$ cat config.mk
export PLATFORM = sky130hd
export DESIGN_NAME = pipe_fetch
export DESIGN_NICKNAME = d
export VERILOG_FILES = /design/src/rtl/pipe_pkg.sv /design/src/rtl/pipe_ifid_reg.sv /design/src/rtl/pipe_fetch.sv
export SDC_FILE = /design/constraint.sdc
export NUM_CORES = 1
export LEC_CHECK = 0
export BUFFER_PORTS_ARGS = -buffer_cell sky130_fd_sc_hd__buf_4
export CORE_MARGIN = 1
export CORE_UTILIZATION = 35
export CTS_BUF_LIST = sky130_fd_sc_hd__clkbuf_8
export CTS_CLUSTER_SIZE = 40
export DETAILED_ROUTE_END_ITERATION = 8
export PLACE_DENSITY = 0.64
export SYNTH_ARGS = -nofsm -noshare
export SYNTH_HDL_FRONTEND = slang
export SYNTH_SLANG_ARGS = --single-unit
$ cat constraint.sdc
create_clock -name clock -period 5.1 [get_ports clock]
set_clock_uncertainty 0.2 [all_clocks]
set_input_delay 0.255 -clock clock [delete_from_list [all_inputs] [get_ports clock]]
set_output_delay 0.255 -clock clock [all_outputs]
set_load 0.02 [all_outputs]
$ cat src/rtl/pipe_pkg.sv
// Shared definitions for the pipelined MIPS front end: next-PC select codes,
// reset/bubble defaults and the IF/ID payload layout.
package pipe_pkg;

    localparam logic [1:0] PCS_SEQ = 2'b00;
    localparam logic [1:0] PCS_BR  = 2'b01;
    localparam logic [1:0] PCS_JR  = 2'b10;
    localparam logic [1:0] PCS_J   = 2'b11;

    // sll $0,$0,0
    localparam logic [31:0] NOP_INST_DEF = 32'h0000_0000;
    localparam logic [31:0] RESET_PC_DEF = 32'h0000_0000;

    typedef struct packed {
        logic [31:0] pc4;
        logic [31:0] inst;
        logic        valid;
        logic        misalign;
    } ifid_t;

    function automatic logic is_misaligned(input logic [31:0] addr);
        return addr[1:0] != 2'b00;
    endfunction

endpackage

$ cat src/rtl/pipe_ifid_reg.sv
// IF/ID pipeline register. Flush loads a bubble regardless of the write enable,
// so a stalled decode stage can still be cleared.
module pipe_ifid_reg
    import pipe_pkg::*;
#(
    parameter logic [31:0] NOP_INST = NOP_INST_DEF
) (
    input  logic        clock,
    input  logic        resetn,
    input  logic        i_we,
    input  logic        i_flush,
    input  logic [31:0] i_pc4,
    input  logic [31:0] i_inst,
    input  logic        i_misalign,
    output logic [31:0] o_pc4,
    output logic [31:0] o_inst,
    output logic        o_valid,
    output logic        o_misalign
);

    ifid_t r_ifid;

    always_ff @(posedge clock or negedge resetn) begin
        if (!resetn) begin
            r_ifid <= '{pc4: 32'h0, inst: NOP_INST, valid: 1'b0, misalign: 1'b0};
        end else if (i_flush) begin
            r_ifid <= '{pc4: i_pc4, inst: NOP_INST, valid: 1'b0, misalign: 1'b0};
        end else if (i_we) begin
            r_ifid <= '{pc4: i_pc4, inst: i_inst, valid: 1'b1, misalign: i_misalign};
        end
    end

    assign o_pc4      = r_ifid.pc4;
    assign o_inst     = r_ifid.inst;
    assign o_valid    = r_ifid.valid;
    assign o_misalign = r_ifid.misalign;

endmodule

$ cat src/rtl/pipe_fetch.sv
// Instruction-fetch stage: PC register, next-PC select, ROM address drive,
// IF/ID capture and a fetch performance counter.
module pipe_fetch
    import pipe_pkg::*;
#(
    parameter logic [31:0] RESET_PC = RESET_PC_DEF,
    parameter logic [31:0] NOP_INST = NOP_INST_DEF
) (
    input  logic        clock,
    input  logic        resetn,
    input  logic [1:0]  pcsource,
    input  logic [31:0] bpc,
    input  logic [31:0] rpc,
    input  logic [31:0] jpc,
    input  logic        wpcir,
    input  logic        flush,
    input  logic [31:0] imem_inst,
    output logic [31:0] imem_addr,
    output logic [31:0] id_pc4,
    output logic [31:0] id_inst,
    output logic        id_valid,
    output logic        id_misalign,
    output logic [31:0] fetch_count
);

    logic [31:0] r_pc;
    logic [31:0] r_fetch_count;
    logic [31:0] w_pc4;
    logic [31:0] w_npc;
    logic        w_misalign;

    // Wraps naturally at 2^32; no overflow indication is wanted.
    assign w_pc4      = r_pc + 32'd4;
    assign w_misalign = is_misaligned(r_pc);

    always_comb begin
        w_npc = w_pc4;
        case (pcsource)
            PCS_SEQ: w_npc = w_pc4;
            PCS_BR:  w_npc = bpc;
            PCS_JR:  w_npc = rpc;
            PCS_J:   w_npc = jpc;
            default: w_npc = w_pc4;
        endcase
    end

    // Targets are loaded as given; misalignment is reported downstream.
    always_ff @(posedge clock or negedge resetn) begin
        if (!resetn) begin
            r_pc <= RESET_PC;
        end else if (wpcir) begin
            r_pc <= w_npc;
        end
    end

    always_ff @(posedge clock or negedge resetn) begin
        if (!resetn) begin
            r_fetch_count <= 32'h0;
        end else if (wpcir && !flush) begin
            r_fetch_count <= r_fetch_count + 32'd1;
        end
    end

    pipe_ifid_reg #(
        .NOP_INST (NOP_INST)
    ) u_ifid (
        .clock      (clock),
        .resetn     (resetn),
        .i_we       (wpcir),
        .i_flush    (flush),
        .i_pc4      (w_pc4),
        .i_inst     (imem_inst),
        .i_misalign (w_misalign),
        .o_pc4      (id_pc4),
        .o_inst     (id_inst),
        .o_valid    (id_valid),
        .o_misalign (id_misalign)
    );

    assign imem_addr   = r_pc;
    assign fetch_count = r_fetch_count;

endmodule

==> run metrics, run 1 <==
most common flop cell mapped by yosys dfrtp_1; library cells used by synthesis 54; worst vdd ir 0.0001186 V; Post-synth EDFFs 0; Setup crit start kind flip-flop; Syn Nets 861; antenna violations before repair 0; total CTS buffers 17; Peak Freq 374.5 MHz; total die area 21050 µm²; ys async rst share 100.0%; Total GRT Usage 21.28%; worst min path class in2reg; Post-route DRC 0; Die Y 145.1 µm; CP cell instances ha_1 > and3_1 > nand3_1 > or4_1 > a31oi_1; proportion of layout cells with a drive suffix above 1 33.66%; Gate Count Post-Synth 725; critical path fanouts, max 16; Clock Path Buffers 2; Pre-antenna DRT Iters 5; Tcrit/Tclk final 52.36%; placed wire-length estimate 15740 µm; # rows 51; antenna viol nets, final 0; fill count 1844; status complete, no violations; fin util 51.42%; final setup fails 0; GRT Residual Overflow 0; root buffer cell clkbuf_8; Max-Cap Viols 0; #FFs+latches synth 130; per-cell routed wire length 17.60 µm; # IOs 264; unrepaired setup endpoints after global routing false; sequential share of the synthesized area 45.39%; n_diodes 0; Crit path largest cell delay 0.67 ns; Vias/cell 5.314; PD cells 306.1 nW/µm²; DR iter-0 viols 420; final WL 22390 µm; CP max-delay cell or4_1; vias in the first global route 6579; synth top area cells dfrtp_1 (45%), mux2i_1 (6.7%), xnor2_1 (4.5%), nor2_1 (3.7%), mux2_2 (3.6%); Crit. End Element flip-flop; CTS clock-pin slew for the worst setup and hold paths 0.08 ns; minimum setup slack among reg-to-reg paths 2.43 ns; clk_lat worst skew 0.45 ns; final hold vios 0; Area Overhead vs Synth 41.93%; first-pass GRT wire length 35520 µm; CTS tree yes; Post-CTS Setup Bufs 0; initial cell density of the core 36.23%; setup TNS 0 ns; fin nets 1130; largest net degree at the start of global routing 82; max_slew headroom 26.87%; Final Critical Period 2.670 ns; core area 19780 µm²; Hold WS 0.02207 ns; PortBufs 263; synthesized area per cell 9.885 µm²; worst slew pin tran 1.097 ns; Arr. time, crit path 2.84 ns; post-CTS sizing 0; Die W 145.1 µm; CTS Hold Buffers Added 47; RD Place Congestion 0.7846; largest area contributor in the netlist dfrtp_1; clock sinks 130; Yosys warnings 0; Req. time, crit path 5.27 ns; H-tree Lvls 4; Pleak 4.672 nW; Final Max Tran Viols 0; Synth top area share 45.39%; routed via count 6759; critical path class reg2reg; synthesized area 7167 µm²
-- placed cells by master, fill, tap and decap left out, drive strengths merged, types with 7 or more instances in the layout --
cell type,n
inv,13
nor3,15
mux2i,48
nor4,8
nand2,51
nand4,33
or3,9
clkbuf,17
o311ai,8
nor2,70
xor2,8
dfrtp,130
and4,10
or4,15
xnor2,37
a31oi,16
o31ai,16
nand3,30
and3,12
o21ai,28
buf,269
mux2,23
dlygate4sd3,47
a22o,27
a22oi,7
-- flip-flops by register name, summed over array words and instances, names as in the netlist --
signal and cells:
fetch_count 32, imem_addr 32, u_ifid.o_inst 32, u_ifid.o_pc4 32, u_ifid.o_misalign 1, u_ifid.o_valid 1
-- metrics by stage --
stage | cell area (µm²) | worst slack (ns) | cells | total power [mW]
6_report | 10170 | 2.430 | 1272 | 3.114
5_1_grt | 10170 | 2.271 | 1272 | 3.264
4_1_cts | 10170 | 2.467 | 1272 | 3.144
3_5_place_dp | 9261 | 2.483 | 1193 | 2.128
3_3_place_gp | 9261 | 2.551 | 1193 | 2.119
2_1_floorplan | 7167 | 2.716 | 725 | 1.724
-- Yosys cell counts (5+ instances only) --
cell / instances
dfrtp_1: 130
nor2_1: 70
nand2_1: 51
mux2i_1: 48
clkbuf_1: 47
xnor2_1: 37
nand4_1: 32
nand3_1: 30
a22o_1: 27
o21ai_0: 26
mux2_2: 23
a31oi_1: 16
o31ai_1: 16
nor3_1: 15
or4_1: 14
and3_1: 12
buf_1: 11
and4_1: 9
or3_1: 9
inv_1: 8
nor4_1: 8
xor2_1: 8
a22oi_1: 7
a21oi_1: 6
mux4_2: 6
o311ai_0: 6
o211ai_1: 5
-- area by class of cell --
class / instances / area [µm²] / area share [%]
Clock buffer: 17 / 234.0 / 2.300
Clock inverter: 15 / 206.4 / 2.030
Multi-Input combinational cell: 521 / 3623 / 35.62
Timing Repair Buffer: 316 / 2494 / 24.51
Inverter: 8 / 30.03 / 0.2952
Tap cell: 265 / 331.6 / 3.260
Sequential cell: 130 / 3253 / 31.98
-- report_power, final --
part | internal [mW] | switching, mW
registers | 1.15 | 0.161
logic | 0.389 | 0.432
clock network | 0.539 | 0.444
-- worst paths after layout --
path,from,to,depth (start not counted)
min,rpc[1],imem_addr[1],4
min reg2reg,fetch_count[31],fetch_count[31],1
max,imem_addr[2],u_ifid.o_pc4[26],5
max in group asynchronous,resetn,imem_addr[19],3
max reg2reg,imem_addr[2],u_ifid.o_pc4[26],5
min in group asynchronous,resetn,fetch_count[28],2
-- routing by layer --
layer / up-vias / part of all wire (%) / wire (µm) / GRT usage (%)
met5: - / 0 / 0 / 0
met1: 3189 / 43 / 9562 / 27.56
met4: 0 / 1.9 / 421 / 7.211
met2: 318 / 48 / 10850 / 34.90
met3: 26 / 6.9 / 1554 / 4.811
li1: 3226 / - / - / -
-- cell families after synthesis --
group / count (synthesis) / synth area share, %
AOI/OAI and AO/OA: 130 / 13.08
xor gates and xnor gates: 45 / 5.499
adders and majority gates: 2 / 0.3491
buffers and inverters: 74 / 4.172
DFF: 130 / 45.39
muxes: 77 / 12.20
and+or+nand+nor: 267 / 19.31
-- critical path: cells and delay by family (launching register included) --
kind            cells  cell delay [ns]
fa+ha+maj           1             0.28
flops               1             0.45
simple gates        3             1.48
compound gates      1             0.18
Power figures use the tool's default switching activity.
==> inputs of run 2 (changes only) <==
==> constraint.sdc (replaced) <==
create_clock -name clock -period 2.6 [get_ports clock]
set_clock_uncertainty 0.2 [all_clocks]
set_input_delay 0.13 -clock clock [delete_from_list [all_inputs] [get_ports clock]]
set_output_delay 0.13 -clock clock [all_outputs]
set_load 0.02 [all_outputs]
==> run metrics, run 2 (same netlist as run 1, synthesis figures left out) <==
most frequent cells in the layout buf_4 (291), dlygate4sd3_1 (129), dfrtp_1 (128); register share of total power 41.1% (-1.0 points); antenna viol nets, final 0 (unchanged); first-pass GRT wire length 38310 µm (+7.8%); fin nets 1237 (+9.5%); Die W 145.1 µm (unchanged); Post-CTS Setup Bufs 0 (unchanged); worst vdd ir 0.0003398 V (+190%); GRT Residual Overflow 0 (unchanged); PortBufs 263 (unchanged); Arr. time, crit path 2.65 ns (-0.19 ns); final WL 24050 µm (+7.4%); initial cell density of the core 36.23% (unchanged); Clock Power Share 28.7% (-2.9 points); Top delay family on crit path buffers and inverters; CTS clock-pin slew for the worst setup and hold paths 0.08 ns (about the same); unrepaired setup endpoints after global routing false; core area 19780 µm² (unchanged); Pre-antenna DRT Iters 5 (unchanged); critical path fanouts, max 9 (-7); P_int 4.103 mW (+98%); Max-Cap Viols 0 (unchanged); Comb pwr share 30.1% (+3.7 points); # IOs 264 (unchanged); final setup fails 0 (unchanged); Post-route DRC 0 (unchanged); switch share 33.29% (about the same); Crit path largest cell delay 0.59 ns (-0.08 ns); status complete, no violations; PD cells 550.6 nW/µm² (+80%); P_sw 2.048 mW (+98%); critical path class reg2reg; Setup crit start kind flip-flop; Total GRT Usage 23.09% (+1.8 points); n_diodes 0 (unchanged); Final Critical Period 2.522 ns (-0.1488 ns); setup TNS 0 ns (unchanged); Die Y 145.1 µm (unchanged); worst min path class in2reg; H-tree Lvls 4 (unchanged); Worst Path Buf+Inv 3 (+3); per-cell routed wire length 17.45 µm (-0.85%); Req. time, crit path 2.72 ns (-2.55 ns); clk_lat worst skew 0.45 ns (about the same); Post-Layout Cell Count 1378 (+8.3%); # rows 51 (unchanged); total die area 21050 µm² (unchanged); Clock Path Buffers 2 (unchanged); Tcrit/Tclk final 96.99% (+45 points); total CTS buffers 17 (unchanged); final hold vios 0 (unchanged); CP max-delay cell dlygate4sd3_1; worst slew pin tran 0.7508 ns (-0.3461 ns); clock sinks 130 (unchanged); proportion of layout cells with a drive suffix above 1 33.06% (-0.60 points); antenna violations before repair 0 (unchanged); vias in the first global route 7045 (+7.1%); fill count 1780 (-3.5%); Area Overhead vs Synth 55.88%; Peak Freq 396.6 MHz (+5.9%); Final Max Tran Viols 0 (unchanged); max_slew headroom 49.78% (+23 points); Placed Cells 1218 (+2.1%); Crit. End Element flip-flop; routed via count 7202 (+6.6%); Pleak 5.168 nW (+11%); largest net degree at the start of global routing 54 (-34%); RD Place Congestion 0.8867 (+13%); Vias/cell 5.226 (-1.6%); CP cell instances nand4_1 > buf_4 > nor3_1 > buf_4 > a311o_1 > o2111ai_1 > dlygate4sd3_1; root buffer cell clkbuf_8; placed wire-length estimate 16550 µm (+5.1%); CTS tree yes; commonest non-fill, non-tap cell in the layout buf_4; Critical Path Most Common Cell buf_4; DR iter-0 viols 449 (+6.9%)
## run 2: worst paths after layout
path / from / to / slack (ns) / cells after the start
setup reg to reg: imem_addr[5] / imem_addr[23] / 0.08 / 7
max in group asynchronous: resetn / fetch_count[17] / 0.26 / 4
min in group asynchronous: resetn / u_ifid.o_inst[25] / 0.48 / 3
setup / recovery: imem_addr[5] / imem_addr[23] / 0.08 / 7
hold reg to reg: u_ifid.o_pc4[3] / u_ifid.o_pc4[3] / 0.27 / 2
hold / removal: jpc[21] / imem_addr[21] / 0.03 / 5
## run 2: power groups by stage
stage                     Combinational, mW  Sequential, mW  Clock [mW]
after CTS                              1.85            2.52        1.82
final                                  1.85            2.53        1.77
after global routing                   1.99            2.57        1.91
after global placement                 1.66            2.55           0
after floorplan                       0.616            2.77           0
after detailed placement               1.66            2.56           0
## run 2: per-layer routing
metal,vias up,wire length (µm),share of wire [%],global-route usage (%)
li1,3449,-,-,-
met1,3427,10160,42,28.84
met2,294,11940,50,39.62
met3,32,1538,6.4,4.811
met4,0,408,1.7,7.526
met5,-,0,0,0
## run 2: final cells by class
type                       instances  area [µm²]  share of cell area [%]
multi-input combinational        521        3631                   32.50
sequential                       130        3256                   29.14
clock buffer                      20       275.3                   2.464
clock inverter                    11       130.1                   1.165
inverter                           8       30.03                  0.2688
timing repair buffer             423        3518                   31.49
tap                              265       331.6                   2.968
## run 2: worst reg2reg max path, cell delays in order (launching register included)
cell and delay [ns]:
dfrtp_1 0.52, nand4_1 0.24, buf_4 0.22, nor3_1 0.16, buf_4 0.18, a311o_1 0.16, o2111ai_1 0.13, dlygate4sd3_1 0.59
## run 2: timing repair
item,4_1_cts,5_1_grt
hold buffers,129,0
hold endpoints to repair,196,0
setup endpoints to repair,0,2
gates resized for setup,0,5
## run 2: stage by stage
stage	util (%)	setup WS (ns)	hold slack [ns]	power, mW	instance area [µm²]
floorplan	-	0.2155	-0.3656	3.383	7167
global placement	47.83	0.3731	-0.08457	4.205	9462
detailed placement	47.83	0.2833	-0.08888	4.228	9462
CTS	56.41	0.02998	0.01816	6.202	11160
global route	56.48	0.005692	0.05236	6.479	11170
finish	56.48	0.07837	0.02642	6.151	11170
